<file path="config.mk">
export PLATFORM = sky130hd
export DESIGN_NAME = etapa_ejecucion
export DESIGN_NICKNAME = d
export VERILOG_FILES = /design/src/rtl/etapa_ejecucion.sv
export SDC_FILE = /design/constraint.sdc
export NUM_CORES = 1
export LEC_CHECK = 0
export ABC_AREA = 1
export CELL_PAD_IN_SITES_DETAIL_PLACEMENT = 0
export CELL_PAD_IN_SITES_GLOBAL_PLACEMENT = 1
export CORE_UTILIZATION = 40
export DETAILED_ROUTE_END_ITERATION = 8
export PLACE_DENSITY = 0.87
export SETUP_SLACK_MARGIN = 0.4
export SLEW_MARGIN = 10
export SYNTH_ARGS = -nofsm -noshare
export SYNTH_HDL_FRONTEND = slang
export SYNTH_SLANG_ARGS = --single-unit
</file>
<file path="constraint.sdc">
create_clock -name CLK -period 6.4 [get_ports CLK]
set_input_delay 1.28 -clock CLK [delete_from_list [all_inputs] [get_ports CLK]]
set_output_delay 1.28 -clock CLK [all_outputs]
set_load 0.02 [all_outputs]
</file>
<file path="src/rtl/etapa_ejecucion.sv">
// Execute stage: single-cycle ALU plus a DATA_W-iteration shift-add multiplier, feeding the register bank write port.
// Optional build macro EXEC_OVF_EN adds the OVF output and suppresses the write of signed-overflowing ADD/SUB results.
module etapa_ejecucion #(
  parameter int DATA_W = 32,
  parameter int ADDR_W = 5
) (
  input  logic              CLK,
  input  logic              RST_N,
  input  logic              START,
  input  logic [2:0]        OP,
  input  logic [DATA_W-1:0] A,
  input  logic [DATA_W-1:0] B,
  input  logic [ADDR_W-1:0] AW_IN,
  output logic              BUSY,
  output logic [DATA_W-1:0] DATA_OUT,
  output logic [ADDR_W-1:0] AW_OUT,
  output logic              WRITEREG_OUT,
`ifdef EXEC_OVF_EN
  output logic              OVF,
`endif
  output logic              ZERO
);

  localparam int CNT_W = $clog2(DATA_W);
  localparam logic [2:0] OP_ADD = 3'b000;
  localparam logic [2:0] OP_SUB = 3'b001;
  localparam logic [2:0] OP_AND = 3'b010;
  localparam logic [2:0] OP_OR  = 3'b011;
  localparam logic [2:0] OP_SLT = 3'b100;
  localparam logic [2:0] OP_MUL = 3'b101;
  localparam logic [2:0] OP_SLL = 3'b110;
  localparam logic [2:0] OP_PAS = 3'b111;

  typedef enum logic [0:0] {IDLE = 1'b0, MUL_RUN = 1'b1} state_t;

  state_t              state;
  logic [CNT_W-1:0]    cnt;
  logic [DATA_W-1:0]   mcand;
  logic [DATA_W-1:0]   mplier;
  logic [DATA_W-1:0]   acc;
  logic [ADDR_W-1:0]   aw_lat;
  logic [DATA_W-1:0]   sum;
  logic [DATA_W-1:0]   diff;
  logic [DATA_W-1:0]   alu_res;
  logic [DATA_W-1:0]   acc_next;
  logic                alu_wr;

  assign sum  = A + B;
  assign diff = A - B;

  // Combinational ALU result for single-cycle operations
  always_comb begin
    alu_res = {DATA_W{1'b0}};
    case (OP)
      OP_ADD:  alu_res = sum;
      OP_SUB:  alu_res = diff;
      OP_AND:  alu_res = A & B;
      OP_OR:   alu_res = A | B;
      OP_SLT:  alu_res = {{(DATA_W-1){1'b0}}, ($signed(A) < $signed(B))};
      OP_SLL:  alu_res = A << B[4:0];
      OP_PAS:  alu_res = A;
      default: alu_res = {DATA_W{1'b0}};
    endcase
  end

`ifdef EXEC_OVF_EN
  logic alu_ovf;

  // Signed overflow detection for ADD/SUB
  always_comb begin
    alu_ovf = 1'b0;
    if (OP == OP_ADD) begin
      alu_ovf = (A[DATA_W-1] == B[DATA_W-1]) && (sum[DATA_W-1] != A[DATA_W-1]);
    end else if (OP == OP_SUB) begin
      alu_ovf = (A[DATA_W-1] != B[DATA_W-1]) && (diff[DATA_W-1] != A[DATA_W-1]);
    end else begin
      alu_ovf = 1'b0;
    end
  end

  assign alu_wr = (AW_IN != {ADDR_W{1'b0}}) && !alu_ovf;
`else
  assign alu_wr = (AW_IN != {ADDR_W{1'b0}});
`endif

  assign acc_next = mplier[0] ? (acc + mcand) : acc;

  // Control FSM, multiplier datapath and registered outputs
  always_ff @(posedge CLK or negedge RST_N) begin
    if (!RST_N) begin
      state        <= IDLE;
      cnt          <= {CNT_W{1'b0}};
      mcand        <= {DATA_W{1'b0}};
      mplier       <= {DATA_W{1'b0}};
      acc          <= {DATA_W{1'b0}};
      aw_lat       <= {ADDR_W{1'b0}};
      BUSY         <= 1'b0;
      DATA_OUT     <= {DATA_W{1'b0}};
      AW_OUT       <= {ADDR_W{1'b0}};
      WRITEREG_OUT <= 1'b0;
      ZERO         <= 1'b0;
`ifdef EXEC_OVF_EN
      OVF          <= 1'b0;
`endif
    end else begin
      WRITEREG_OUT <= 1'b0;
`ifdef EXEC_OVF_EN
      OVF          <= 1'b0;
`endif
      case (state)
        IDLE: begin
          if (START && (OP == OP_MUL)) begin
            mcand  <= A;
            mplier <= B;
            aw_lat <= AW_IN;
            acc    <= {DATA_W{1'b0}};
            cnt    <= {CNT_W{1'b0}};
            BUSY   <= 1'b1;
            state  <= MUL_RUN;
          end else if (START) begin
            DATA_OUT     <= alu_res;
            ZERO         <= (alu_res == {DATA_W{1'b0}});
            AW_OUT       <= AW_IN;
            WRITEREG_OUT <= alu_wr;
`ifdef EXEC_OVF_EN
            OVF          <= alu_ovf;
`endif
          end else begin
            BUSY <= 1'b0;
          end
        end
        MUL_RUN: begin
          acc    <= acc_next;
          mcand  <= mcand << 1;
          mplier <= mplier >> 1;
          cnt    <= cnt + {{(CNT_W-1){1'b0}}, 1'b1};
          // Last iteration: publish the product and return to IDLE on this same edge
          if (cnt == CNT_W'(DATA_W-1)) begin
            DATA_OUT     <= acc_next;
            ZERO         <= (acc_next == {DATA_W{1'b0}});
            AW_OUT       <= aw_lat;
            WRITEREG_OUT <= (aw_lat != {ADDR_W{1'b0}});
            BUSY         <= 1'b0;
            cnt          <= {CNT_W{1'b0}};
            state        <= IDLE;
          end else begin
            BUSY <= 1'b1;
          end
        end
        default: begin
          BUSY  <= 1'b0;
          state <= IDLE;
        end
      endcase
    end
  end

endmodule

</file>
Yosys cells after proc, flatten, opt, wreduce, memory -nomap -nowiden
Cells that the tools add are included.
{"block": "word_totals", "ff_bits": 147, "wordCells": 74, "input_bits": 75}
{"block": "classes", "magnitude_cmp": 1, "n_shift": 1, "bitwise_logic": 3, "reduce_logical": 8, "n_mux": 33, "add_sub_neg": 4, "eq_ne": 13}
{"op": "$pmux 32 s2", "n": 4}
{"op": "$mux 32", "n": 7}
{"op": "$pmux 32 s7", "n": 1}
{"op": "$add 32x32->32", "n": 2}
{"op": "$logic_not 32->1", "n": 2}
{"op": "$and 32x32->32", "n": 1}
{"op": "$lt 32x32->1", "n": 1}
{"op": "$or 32x32->32", "n": 1}
{"op": "$shl 32x5->32", "n": 1}
{"op": "$sub 32x32->32", "n": 1}
{"op": "$mux 5", "n": 5}
{"op": "$pmux 5 s2", "n": 2}
{"op": "$eq 3x3->1 const B", "n": 4}
{"op": "$mux 1", "n": 10}
{"op": "$reduce_bool 5->1", "n": 2}
{"op": "$pmux 1 s2", "n": 4}
{"op": "$eq 3x2->1 const B", "n": 2}
{"op": "$ne 2x2->1 const B", "n": 3}
{"op": "$add 5x1->5 const B", "n": 1}
{"op": "$eq 5x5->1 const B", "n": 1}
{"op": "$eq 3x1->1 const B", "n": 1}
{"op": "$logic_not 3->1", "n": 1}
{"op": "$ne 3x3->1 const B", "n": 1}
{"op": "$reduce_and 3->1", "n": 1}
{"op": "other kinds (4)", "n": 4}

Depth between registers and ports, before layout
{"block": "depth", "depth_word": 6, "mapped_depth": 24, "mapped_depth_nobuf": 23}

Worst setup path before layout
No wires, ideal clock.
{"block": "synth_path", "kind": "input to register", "start": "in B[2]", "end": "reg ZERO", "required_time_ps": 6335, "path_slack_ps": 2944, "arrival_time_ps": 3391, "cell_stages": 21, "setup_time_ps": 65, "cell_sequence": "inv_2 clkbuf_1 ha_1 buf_2 a21oi_1 nand2_1 nand2_1 nand2_1 nand2_1 nand2_1 nand2_1 nand3_1 nand3_1 nand3_1 nor2_1 nand3_1 nor2_1 nand2_1 nand2_1 nand2_1 nand2_1"}
{"block": "synth_between", "elab_chain_cells": 6, "elab_cells_between_ends": 11}
{"element": "start: declaration", "line_no": "12", "source": "input logic [DATA_W-1:0] B,"}
{"element": "$sub 32x32->32, or another cell as far along", "line_no": "49", "source": "assign diff = A - B;"}
{"element": "$pmux 32 s7 (*)", "line_no": "54", "source": "case (OP)"}
{"element": "$logic_not 32->1 (*)", "line_no": "122", "source": "ZERO <= (alu_res == {DATA_W{1'b0}});"}
{"element": "$mux 1 (*)", "line_no": "120", "source": "end else if (START) begin"}
{"element": "$mux 1 (*)", "line_no": "112", "source": "if (START && (OP == OP_MUL)) begin"}
{"element": "$pmux 1 s2 (*)", "line_no": "110", "source": "case (state)"}
{"element": "end signal: assignment", "line_no": "122"}
{"element": "end signal: assignment", "line_no": "140", "source": "ZERO <= (acc_next == {DATA_W{1'b0}});"}
{"element": "end: declaration", "line_no": "21", "source": "output logic ZERO"}
Every way passes the cells marked *; elsewhere a longest branch is shown, timed or not. The select of a mux whose other input is x is not followed.
A chain may end at the register's enable or synchronous reset.

Final worst setup path
{"block": "layout_path", "start": "in A[1]", "end": "reg ZERO"}
{"block": "layout_between", "elab_chain_cells": 6, "elab_cells_between_ends": 11}
{"element": "start: declaration", "line_no": "11", "source": "input logic [DATA_W-1:0] A,"}
{"element": "$sub 32x32->32, or another cell as far along", "line_no": "49"}
{"element": "$pmux 32 s7 (*)", "line_no": "54"}
{"element": "$logic_not 32->1 (*)", "line_no": "122"}
{"element": "$mux 1 (*)", "line_no": "120"}
{"element": "$mux 1 (*)", "line_no": "112"}
{"element": "$pmux 1 s2 (*)", "line_no": "110"}
Marked as above.

==> flow_summary.ini <==
[timing]
timing.slew.headroom_pct = 28.8
worst_setup_margin_ns = 1.61
timing_max_transition_violations_final = 0
grt_setup_unrepaired = no
tightest_slew_ns = 1.06
fmax_ghz = 0.209
fin_skew_ns = 0.0107
fin_crit_ns = 4.79
min_period_over_period_pct = 74.9
hold_viol_final = 0
setup_viol = 0
tns_ns = 0

[synthesis]
synth.top_cells.by_count = nand2_1 (1072), inv_1 (480), nand3_1 (359), nor2_1 (275)
synth-warning-count = 0
asyncSetResetFlopFracSynth_pct = 100
yosysMostFrequentCell = nand2_1
synthesis.area_sq_um = 17500
avgSynthCellArea_sq_um = 5.75
sequential_area_share_after_synthesis_pct = 21.0
synthesis.nets = 3268
number_of_enable_flip_flop_cells_after_synthesis = 0
yosys_most_used_dff = dfrtp_1
synth_cell_types = 45
ys_top_cells_by_area = nand2_1 (23%), dfrtp_1 (21%), ha_1 (11%)
yosys_register_bits = 147
synth_cells = 3043
post-synth-top-area-cell = nand2_1
synth_largest_type_area_fraction_pct = 23.0

[clocking]
cts_hold_buf = 0
post-cts-setup-buffer-count = 0
path_clk_slew_ns = 0.07
clock_tree_from_tritoncts = yes
tritoncts.num_buffers = 17
cts_resized = 0
h-tree-depth = 4
maximum_buffer_depth_of_the_clock_tree = 2
clock_tree.root_cell = clkbuf_16
worstSkewPairLatency_ns = 0.45
count_of_clock_tree_sinks = 147

[setup_path]
arrival_time_of_the_worst_setup_path_ns = 5.18
max_stage_delay_ns = 0.85
path_delay_family = simple AND/OR/NAND/NOR gates
worst-endpoint-required_ns = 6.78
worst-r2r-setup-slack_ns = 2.99
crit_type = in -> reg
critical_path_fanouts_max = 8
worst-path-buf-inv = 4
dominant_cell_type_by_count_on_the_critical_path = nand2_1
crit_path_start_kind = input port
worst_path_slowest_cell = clkdlybuf4s50_1
critPathCaptureType = register
crit_chain = clkdlybuf4s50_1 -> inv_1 -> fa_1 -> inv_1 -> nand2_1 -> nand3_1 -> nand2_1 -> nand2_1 -> nand2_1 -> nand2_1 -> nand3_1 -> nand2_1 -> nand2_1 -> nand3_1 -> nand2_1 -> inv_1 -> nand3_1 -> nor2_1 -> nand2_1 -> nand2_1 -> nand2_1 -> nand2_1

[status]
outcome = completed

[grt]
globalRouteOverflowTotal = 0
via_count_of_the_first_global_routing_pass = 19700
grt_util_all_layers_pct = 36.0
maximum_number_of_pins_on_one_net_before_global_route_repair = 95
grt_antenna_before_repair = 0
global_route_wire_length_before_repair_um = 119000

[floorplanning]
num_io_pins = 115
core.rowCount = 76
die_width_um = 211
design.core.area_sq_um = 43200
die_h_um = 211
initial_utilization_pct = 40.6
fp.dieArea_sq_um = 44600

[power_and_ir_drop]
power.density_cell_area_nw_per_um2 = 299
power_w = 0.00587
cell_internal_pwr_w = 0.00298
switching_power_summed_over_all_nets_w = 0.00289
power.combinational.fraction_pct = 55.4
static-leakage-power_nw = 10.6
ir_drop_mv = 0.189
swShare_pct = 49.2
clock_power_share_pct = 18.0
power.share.sequential_pct = 26.6

[drt]
wl_per_cell_um = 21.7
initialDrtViolationCount = 1858
wirelength_um = 79900
drc = 0
num_vias = 20400
detail-route-antenna-nets = 0
viasPerCell = 5.54
drt-pass1-iter-count = 8

[placement]
placement_cell_area_sq_um = 19000
hpwlAfterDp_um = 64400
numPortBuffers = 114
detailedPlace.worstSlack_ns = 1.30
globalplace.congestion = 0.991

[layout]
final_design_area_no_fill_sq_um = 19600
area_delta_synth_final_pct = 12.1
finalNetCount = 3308
post_route_cells_drive_above_1_share_pct = 2.75
antenna_cells = 0
layout.filler_cells = 4853

[min_path]
worst_hold_path_type = reg -> reg

[job]
max_cap_violations = 0
[placed cells by master, fill, tap and decap left out, types with 10 or more instances in the layout]
| cell type | netlist | layout |
|---|---|---|
| inv_1 | 480 | 478 |
| buf_4 | 7 | 22 |
| nand4_1 | 39 | 39 |
| nand3b_1 | 13 | 13 |
| clkdlybuf4s50_1 | 0 | 112 |
| a31oi_1 | 23 | 23 |
| nor3_1 | 22 | 20 |
| o22ai_1 | 22 | 22 |
| ha_1 | 147 | 147 |
| a21oi_1 | 100 | 100 |
| nor2_1 | 275 | 273 |
| nand2_1 | 1072 | 1071 |
| and2_1 | 10 | 10 |
| o221ai_1 | 35 | 35 |
| o211ai_1 | 41 | 41 |
| dfrtp_1 | 147 | 146 |
| nand3_1 | 359 | 359 |
| o21ai_0 | 78 | 78 |
| o21bai_1 | 10 | 10 |
| inv_2 | 7 | 10 |
| clkbuf_16 | 0 | 17 |
[routing by layer]
layer / wire, um / vias to the layer above / GRT usage, %
met5: 0 / - / 0
met4: 2740 / 0 / 12.4
met3: 5400 / 119 / 4.92
met2: 37600 / 802 / 60.4
met1: 34100 / 9703 / 47.1
li1: - / 9765 / -
[worst paths after layout]
kind                                             from  depth (start not counted)               endpoint
worst max-delay path                             A[1]                         22       ZERO$_DFFE_PN0P_
worst min-delay path            mplier[1]$_DFFE_PN0P_                          2  mplier[0]$_DFFE_PN0P_
worst max register to register   mcand[0]$_DFFE_PN0P_                         19       ZERO$_DFFE_PN0P_
worst min register to register  mplier[1]$_DFFE_PN0P_                          2  mplier[0]$_DFFE_PN0P_
max in group asynchronous                       RST_N                          2        state$_DFF_PN0_
min in group asynchronous                       RST_N                          1  mplier[5]$_DFFE_PN0P_
[stage by stage]
stage	util [%]	hold slack, ns	instances
after floorplan	-	0.453	3043
after global placement	44.1	0.468	3649
after detailed placement	44.1	0.473	3649
after CTS	45.5	0.491	3681
after global routing	45.5	0.518	3681
final	45.5	0.496	3681
[cell families (layout without fill, tap and decap cells)]
logic type	Yosys count	count (layout)	synth area share (%)
DFF	147	147	21.0
xor gates and xnor gates	7	7	0.350
muxes	2	2	0.129
and+or+nand+nor	1804	1804	42.7
AOI/OAI and AO/OA	328	328	11.5
adders and majority gates	150	150	10.8
buffers and inverters	605	658	13.5
[tightest hold or removal path, cell delays in order (launching register included)]
cell      delay [ns]
dfrtp_1         0.35
nand2_1         0.05
o221ai_1        0.06
[registers in the layout, indices dropped and copies added (netlist names)]
| register | cells |
|---|---|
| ZERO | 1 |
| cnt | 5 |
| state | 1 |
| AW_OUT | 5 |
| mcand | 32 |
| WRITEREG_OUT | 1 |
| mplier | 32 |
| aw_lat | 5 |
| DATA_OUT | 32 |
| acc | 32 |
| BUSY | 1 |
[area by class of cell]
type                    instances  area (sq um)  share of cell area [%]
clock inverters                14           160                   0.816
repair buffers                136          1300                    6.63
well taps                     585           732                    3.73
multi-input cells            2291         11500                    58.5
inverters                     490          1840                    9.37
clock buffers                  18           439                    2.24
flip-flops and latches        147          3680                    18.7
[power groups by stage]
stage	logic [W]	clock network, W	registers, W
2_1_floorplan	0.00195	0	0.00164
3_3_place_gp	0.00318	0	0.00155
3_5_place_dp	0.00320	0	0.00157
4_1_cts	0.00323	0.00106	0.00155
5_1_grt	0.00360	0.00110	0.00160
6_report	0.00325	0.00105	0.00156
(Power assumes the default switching activity.)
